<file path="src/rtl/pipeline_run_ctrl.sv">
// pipeline_run_ctrl: gates the MIPS pipeline enable.
// Handles the power-up hold-off, continuous run, single-step and run-N modes,
// and halts on a PC breakpoint, a halt instruction or an external request.
// Ports:
//   clk, reset          - rising-edge clock, asynchronous active-high reset
//   mode, start, step   - run mode select, run start/resume pulse, step pulse
//   halt_req, clear     - external halt level, return-to-idle from HALT
//   run_count           - enabled-cycle budget for run-N, sampled on start
//   pc_in, instr_in     - IF-stage incremented PC and instruction
//   bp_addr, bp_en      - flat breakpoint address table and enables
//   ena                 - registered pipeline enable
//   cycle_count         - count of enabled cycles (wraps)
//   state, halted       - current state, high while in HALT
//   halt_cause, done    - latched halt reason, one-cycle pulse on HALT entry
module pipeline_run_ctrl #(
    parameter int                    PC_WIDTH  = 32,
    parameter int                    CNT_WIDTH = 32,
    parameter int                    HOLDOFF   = 500,
    parameter int                    NUM_BP    = 2,
    parameter logic [PC_WIDTH-1:0]   HALT_WORD = 32'hFFFF_FFFF
) (
    input  logic                       clk,
    input  logic                       reset,
    input  logic [1:0]                 mode,
    input  logic                       start,
    input  logic                       step,
    input  logic                       halt_req,
    input  logic                       clear,
    input  logic [CNT_WIDTH-1:0]       run_count,
    input  logic [PC_WIDTH-1:0]        pc_in,
    input  logic [PC_WIDTH-1:0]        instr_in,
    input  logic [NUM_BP*PC_WIDTH-1:0] bp_addr,
    input  logic [NUM_BP-1:0]          bp_en,
    output logic                       ena,
    output logic [CNT_WIDTH-1:0]       cycle_count,
    output logic [2:0]                 state,
    output logic                       halted,
    output logic [2:0]                 halt_cause,
    output logic                       done
);

    localparam int HW = (HOLDOFF > 0) ? $clog2(HOLDOFF + 1) : 1;

    typedef enum logic [2:0] {
        S_HOLDOFF = 3'd0,
        S_IDLE    = 3'd1,
        S_RUN     = 3'd2,
        S_STEP    = 3'd3,
        S_HALT    = 3'd4
    } state_t;

    localparam logic [2:0] CAUSE_NONE  = 3'd0;
    localparam logic [2:0] CAUSE_EXT   = 3'd1;
    localparam logic [2:0] CAUSE_BP    = 3'd2;
    localparam logic [2:0] CAUSE_INSTR = 3'd3;
    localparam logic [2:0] CAUSE_COUNT = 3'd4;

    state_t               state_q, state_d;
    logic                 ena_q, ena_d;
    logic                 halted_q, halted_d;
    logic                 done_q, done_d;
    logic [2:0]           cause_q, cause_d;
    logic [CNT_WIDTH-1:0] count_q, count_d;
    logic [CNT_WIDTH-1:0] rem_q, rem_d;
    logic                 run_n_q, run_n_d;
    logic                 bp_skip_q, bp_skip_d;
    logic [HW-1:0]        hold_q, hold_d;

    logic       bp_hit_s;
    logic       start_ok_s;
    state_t     launch_state_s;
    logic [2:0] run_cause_s;
    logic [2:0] step_cause_s;

    // Decode breakpoint hit, start legality and halt causes for the current cycle.
    always_comb begin
        bp_hit_s = 1'b0;
        for (int i = 0; i < NUM_BP; i++) begin
            bp_hit_s = bp_hit_s | (bp_en[i] & (pc_in == bp_addr[i*PC_WIDTH +: PC_WIDTH]));
        end

        // Mode 11 and a zero-length run-N are not legal starts.
        start_ok_s = start & ((mode == 2'b00) | (mode == 2'b01) |
                              ((mode == 2'b10) & (run_count != {CNT_WIDTH{1'b0}})));
        launch_state_s = (mode == 2'b01) ? S_STEP : S_RUN;

        if (halt_req) begin
            run_cause_s = CAUSE_EXT;
        end else if (bp_hit_s && !bp_skip_q) begin
            run_cause_s = CAUSE_BP;
        end else if (instr_in == HALT_WORD) begin
            run_cause_s = CAUSE_INSTR;
        end else if (run_n_q && (rem_q == CNT_WIDTH'(1))) begin
            run_cause_s = CAUSE_COUNT;
        end else begin
            run_cause_s = CAUSE_NONE;
        end

        // Breakpoints play no part while single-stepping.
        if (halt_req) begin
            step_cause_s = CAUSE_EXT;
        end else if (instr_in == HALT_WORD) begin
            step_cause_s = CAUSE_INSTR;
        end else begin
            step_cause_s = CAUSE_NONE;
        end
    end

    // Next-state and next-output computation for the run sequencer.
    always_comb begin
        state_d   = state_q;
        ena_d     = ena_q;
        halted_d  = halted_q;
        done_d    = 1'b0;
        cause_d   = cause_q;
        count_d   = ena_q ? (count_q + CNT_WIDTH'(1)) : count_q;
        rem_d     = rem_q;
        run_n_d   = run_n_q;
        bp_skip_d = bp_skip_q;
        hold_d    = hold_q;

        case (state_q)
            S_HOLDOFF: begin
                ena_d = 1'b0;
                if (hold_q <= HW'(1)) begin
                    state_d = S_IDLE;
                end else begin
                    state_d = S_HOLDOFF;
                end
                if (hold_q != HW'(0)) begin
                    hold_d = hold_q - HW'(1);
                end else begin
                    hold_d = hold_q;
                end
            end
            S_IDLE: begin
                if (start_ok_s && !halt_req) begin
                    state_d = launch_state_s;
                    ena_d   = (mode != 2'b01);
                    run_n_d = (mode == 2'b10);
                    rem_d   = run_count;
                end else begin
                    ena_d = 1'b0;
                end
            end
            S_RUN: begin
                bp_skip_d = 1'b0;
                if (run_cause_s != CAUSE_NONE) begin
                    state_d  = S_HALT;
                    ena_d    = 1'b0;
                    halted_d = 1'b1;
                    done_d   = 1'b1;
                    cause_d  = run_cause_s;
                end else if (run_n_q) begin
                    rem_d = rem_q - CNT_WIDTH'(1);
                end else begin
                    rem_d = rem_q;
                end
            end
            S_STEP: begin
                if (ena_q) begin
                    // Enabled cycle: any step pulse here is dropped.
                    bp_skip_d = 1'b0;
                    ena_d     = 1'b0;
                    if (step_cause_s != CAUSE_NONE) begin
                        state_d  = S_HALT;
                        halted_d = 1'b1;
                        done_d   = 1'b1;
                        cause_d  = step_cause_s;
                    end else begin
                        state_d = S_STEP;
                    end
                end else if (step) begin
                    ena_d = 1'b1;
                end else begin
                    ena_d = 1'b0;
                end
            end
            S_HALT: begin
                ena_d = 1'b0;
                if (clear) begin
                    state_d  = S_IDLE;
                    halted_d = 1'b0;
                    cause_d  = CAUSE_NONE;
                    count_d  = {CNT_WIDTH{1'b0}};
                end else if (start_ok_s) begin
                    // Skip the breakpoint compare once so a run can leave a breakpoint PC.
                    state_d   = launch_state_s;
                    ena_d     = (mode != 2'b01);
                    run_n_d   = (mode == 2'b10);
                    rem_d     = run_count;
                    halted_d  = 1'b0;
                    bp_skip_d = 1'b1;
                end else begin
                    state_d = S_HALT;
                end
            end
            default: begin
                state_d  = S_IDLE;
                ena_d    = 1'b0;
                halted_d = 1'b0;
            end
        endcase
    end

    // State and output registers; reset drops ena immediately.
    always_ff @(posedge clk or posedge reset) begin
        if (reset) begin
            state_q   <= S_HOLDOFF;
            ena_q     <= 1'b0;
            halted_q  <= 1'b0;
            done_q    <= 1'b0;
            cause_q   <= CAUSE_NONE;
            count_q   <= {CNT_WIDTH{1'b0}};
            rem_q     <= {CNT_WIDTH{1'b0}};
            run_n_q   <= 1'b0;
            bp_skip_q <= 1'b0;
            hold_q    <= HW'(HOLDOFF);
        end else begin
            state_q   <= state_d;
            ena_q     <= ena_d;
            halted_q  <= halted_d;
            done_q    <= done_d;
            cause_q   <= cause_d;
            count_q   <= count_d;
            rem_q     <= rem_d;
            run_n_q   <= run_n_d;
            bp_skip_q <= bp_skip_d;
            hold_q    <= hold_d;
        end
    end

    assign ena         = ena_q;
    assign cycle_count = count_q;
    assign state       = state_q;
    assign halted      = halted_q;
    assign halt_cause  = cause_q;
    assign done        = done_q;

endmodule

</file>
<file path="config.mk">
export PLATFORM = sky130hd
export DESIGN_NAME = pipeline_run_ctrl
export DESIGN_NICKNAME = d
export VERILOG_FILES = /design/src/rtl/pipeline_run_ctrl.sv
export SDC_FILE = /design/constraint.sdc
export NUM_CORES = 1
export LEC_CHECK = 0
export ABC_AREA = 1
export CAP_MARGIN = 20
export CELL_PAD_IN_SITES_DETAIL_PLACEMENT = 1
export CELL_PAD_IN_SITES_GLOBAL_PLACEMENT = 1
export CORE_ASPECT_RATIO = 1.4
export CORE_MARGIN = 3
export CORE_UTILIZATION = 32
export DETAILED_ROUTE_END_ITERATION = 10
export PLACE_DENSITY_LB_ADDON = 0.25
export SLEW_MARGIN = 10
export SYNTH_ARGS = -nofsm -noshare
export SYNTH_HDL_FRONTEND = slang
export SYNTH_SLANG_ARGS = --single-unit
</file>
<file path="constraint.sdc">
create_clock -name clk -period 3.4 [get_ports clk]
set_input_delay 0.51 -clock clk [delete_from_list [all_inputs] [get_ports clk]]
set_output_delay 0.51 -clock clk [all_outputs]
set_load 0.01 [all_outputs]
</file>
==> flow_metrics.env <==
export IMPL_run_status="finished clean"
export IMPL_crit_type="reg2reg"
export IMPL_worst_ep_required_time_ps=3680
export IMPL_dr_total_vias=7542
export IMPL_leakagePower_nw=4.544
export IMPL_critPathCaptureType="flop"
export IMPL_drcViolationCount=0
export IMPL_worst_skew_pair_late_latency_ps=350
export IMPL_ctsResizeCount=0
export IMPL_timing_final_max_slew_violations=0
export IMPL_holdPathStages=2
export IMPL_ranking_of_synthesized_cells_by_area="dfrtp_1, nand2_1, inv_1"
export IMPL_drive_above_1_share=0.06274
export IMPL_fin_nets=1461
export IMPL_dominant_combinational_cell_family_by_area_after_synthesis="simple AND/OR/NAND/NOR gates"
export IMPL_timing_final_crit_share=0.7389
export IMPL_global_route_overflow_total=0
export IMPL_hold_path_end="hold_q[8]"
export IMPL_synthesis_instances=1077
export IMPL_reg2reg_from="state[0]"
export IMPL_synth_area_mm2=0.006764
export IMPL_finalWeightedCongestion=0.8283
export IMPL_grt_antenna_before_repair=1
export IMPL_postSynthRegisterBits=84
export IMPL_cts_tree="done"
export IMPL_core_area_mm2=0.02063
export IMPL_reg2reg_depth=13
export IMPL_yosys_cell_types_count=48
export IMPL_die_area_mm2=0.02294
export IMPL_fin_area_mm2=0.009449
export IMPL_global_route_wire_length_before_repair_um=40300
export IMPL_i_o_buffers=210
export IMPL_floorplan_initialDensity=0.3278
export IMPL_post_synth_most_frequent_cells="nand2_1, inv_1, nor2_1"
export IMPL_io_pin_count=211
export IMPL_synthesis_nets=1252
export IMPL_max_cap_viols=0
export IMPL_cts_root_buf="clkbuf_16"
export IMPL_path_clk_slew_ps=70
export IMPL_postCtsHoldBufs=0
export IMPL_drt_via_density=4.872
export IMPL_synth_async_reset_ratio=1.000
export IMPL_grt_use_total=0.2216
export IMPL_htreeDepth=3
export IMPL_hpwlAfterDp_um=20110
export IMPL_yosysMostFrequentCell="nand2_1"
export IMPL_muxShareOfSynthArea=0
export IMPL_maximum_number_of_pins_on_one_net_before_global_route_repair=85
export IMPL_synth_yosys_seq_area_share=0.3119
export IMPL_timing_fmax_mhz=398.0
export IMPL_worst_setup_path_start_kind="flop"
export IMPL_synth_simple_gate_area_share=0.4242
export IMPL_critical_path_max_stage_delay_ps=460
export IMPL_cellPowerDensity_mw_per_mm2=583.0
export IMPL_totalWireLength_um=25010
export IMPL_synthesis_area_per_instance_um2=6.280
export IMPL_number_of_synthesized_flops_with_an_enable_pin=0
export IMPL_synth_area_in_compound_gates=0.08768
export IMPL_netlist_top_cell_by_area="dfrtp_1"
export IMPL_worstHoldStart="hold_q[8]"
export IMPL_worst_slew_pin_transition_ps=654.4
export IMPL_grt_setup_unrepaired="no"
export IMPL_hold_class="reg2reg"
export IMPL_r2r_end="rem_q[3]"
export IMPL_timing_critical_path_cells="nor2_1, inv_2, nor2_2, inv_2, nor2_2, buf_4, inv_2, nand3_1, nor2_2, nand2_2, buf_4, nand2_1, nand2_1"
export IMPL_timing_final_hold_violations=0
export IMPL_cts_sink_count=84
export IMPL_die_width_um=128.9
export IMPL_postLayoutSetupSlackWorst_ps=887.7
export IMPL_synth_top_area_frac=0.2886
export IMPL_timing_critical_path_slowest_stage_cell="dfrtp_1"
export IMPL_grt_pass1_vias=7979
export IMPL_fp_row_count=62
export IMPL_ctsLongestPathBuffers=2
export IMPL_worst_endpoint_arrival_ps=2790
export IMPL_timing_final_setup_violations=0
export IMPL_critical_path_max_fanout=32
export IMPL_peakVddDrop_mv=0.4250
export IMPL_place_ws_ps=614.3
export IMPL_min_period_ps=2512
export IMPL_drt_pre_antenna_iters=4
export IMPL_route_detailed_wl_per_inst_um=16.15
export IMPL_fin_setup_tns_ps=0
export IMPL_worst_slew_margin_relative_to_its_limit=0.5631
export IMPL_detailed_place_area_mm2=0.009146
export IMPL_cts_made_buffers=9
export IMPL_totalPowerFinal_mw=5.509
export IMPL_synthXorXnorAreaFrac=0.05438
export IMPL_yosysWarningCount=0
export IMPL_area_growth_synth_to_final_pct=39.70
export IMPL_dominant_register_cell_in_the_synthesized_netlist="dfrtp_1"
export IMPL_fin_worst_skew_ps=13.66
export IMPL_setup_reg_to_reg_worst_slack_ps=890
export IMPL_route_antenna_remaining_nets=0
export IMPL_fp_dieH_um=178.0
export IMPL_drt_iter0_markers=229
export IMPL_synth_adder_area_share=0.009249
export IMPL_cts_setup_buffers=0
where the power goes:
| part | internal [mW] | switching, mW |
|---|---|---|
| logic | 1.09 | 1.67 |
| clock network | 0.577 | 0.441 |
| registers | 1.32 | 0.413 |
worst max-delay path by stage:
stage / from / to
final: state[0] / rem_q[3]
after global routing: state[0] / rem_q[19]
after CTS: state[0] / rem_q[3]
after detailed placement: pc_in[12] / rem_q[3]
after global placement: pc_in[12] / rem_q[22]
after floorplan: reset / bp_skip_q
through the flow:
stage / util / hold WS (ps) / cells
2_1_floorplan: - / 453.6 / 1077
3_3_place_gp: 0.4432 / 471.0 / 1531
3_5_place_dp: 0.4432 / 475.5 / 1531
4_1_cts: 0.4578 / 483.9 / 1547
5_1_grt: 0.4579 / 518.8 / 1548
6_report: 0.4579 / 480.6 / 1548
layer usage:
| layer | global-route usage | up-vias | wire length [um] |
|---|---|---|---|
| met5 | 0 | - | 0 |
| met4 | 0.06349 | 0 | 440 |
| met3 | 0.02696 | 23 | 902 |
| met2 | 0.4358 | 134 | 14000 |
| met1 | 0.2438 | 3599 | 9660 |
| li1 | - | 3786 | - |
placed cells by master, fill, tap and decap left out, drive strengths merged, types with 12 or more instances in the layout:
master and count:
xnor2 30, dfrtp 78, nand4 24, nand3 67, nand2 353, nor3 23
inv 177, clkdlybuf4s50 210, a21oi 31, o21ai 47, xor2 12, nor2 157
cell families (layout without fill, tap and decap cells):
kind of cell,Yosys count,count (layout)
XOR/XNOR,42,42
AO/OA/AOI/OAI,104,104
adder cells (fa/ha/maj),5,5
other,0,1
AND/OR/NAND/NOR,648,648
buffers and inverters,194,408
flip-flops,84,84
layout make-up:
type,count,area [um2]
Timing Repair Buffer,216,2160
Multi-Input combinational cell,799,3892
Tap cell,256,320.3
Fill cell,2708,11190
Inverter,176,664.4
Clock inverter,6,71.32
Sequential cell,84,2110
Antenna cell,1,2.502
Clock buffer,10,229.0
critical path, delay by kind of cell, from the launching register on:
kind / cells / cell delay [ps]
buffers and inverters: 5 / 990
flip-flops: 1 / 460
AND/OR/NAND/NOR: 8 / 980
registers in the layout, indices dropped and copies added (netlist names):
name,count
rem_q,32
state,3
cycle_count,32
halted,1
ena,1
halt_cause,3
bp_skip_q,1
run_n_q,1
done,1
hold_q,9
Note: power is estimated with default switching activity, not from simulation.
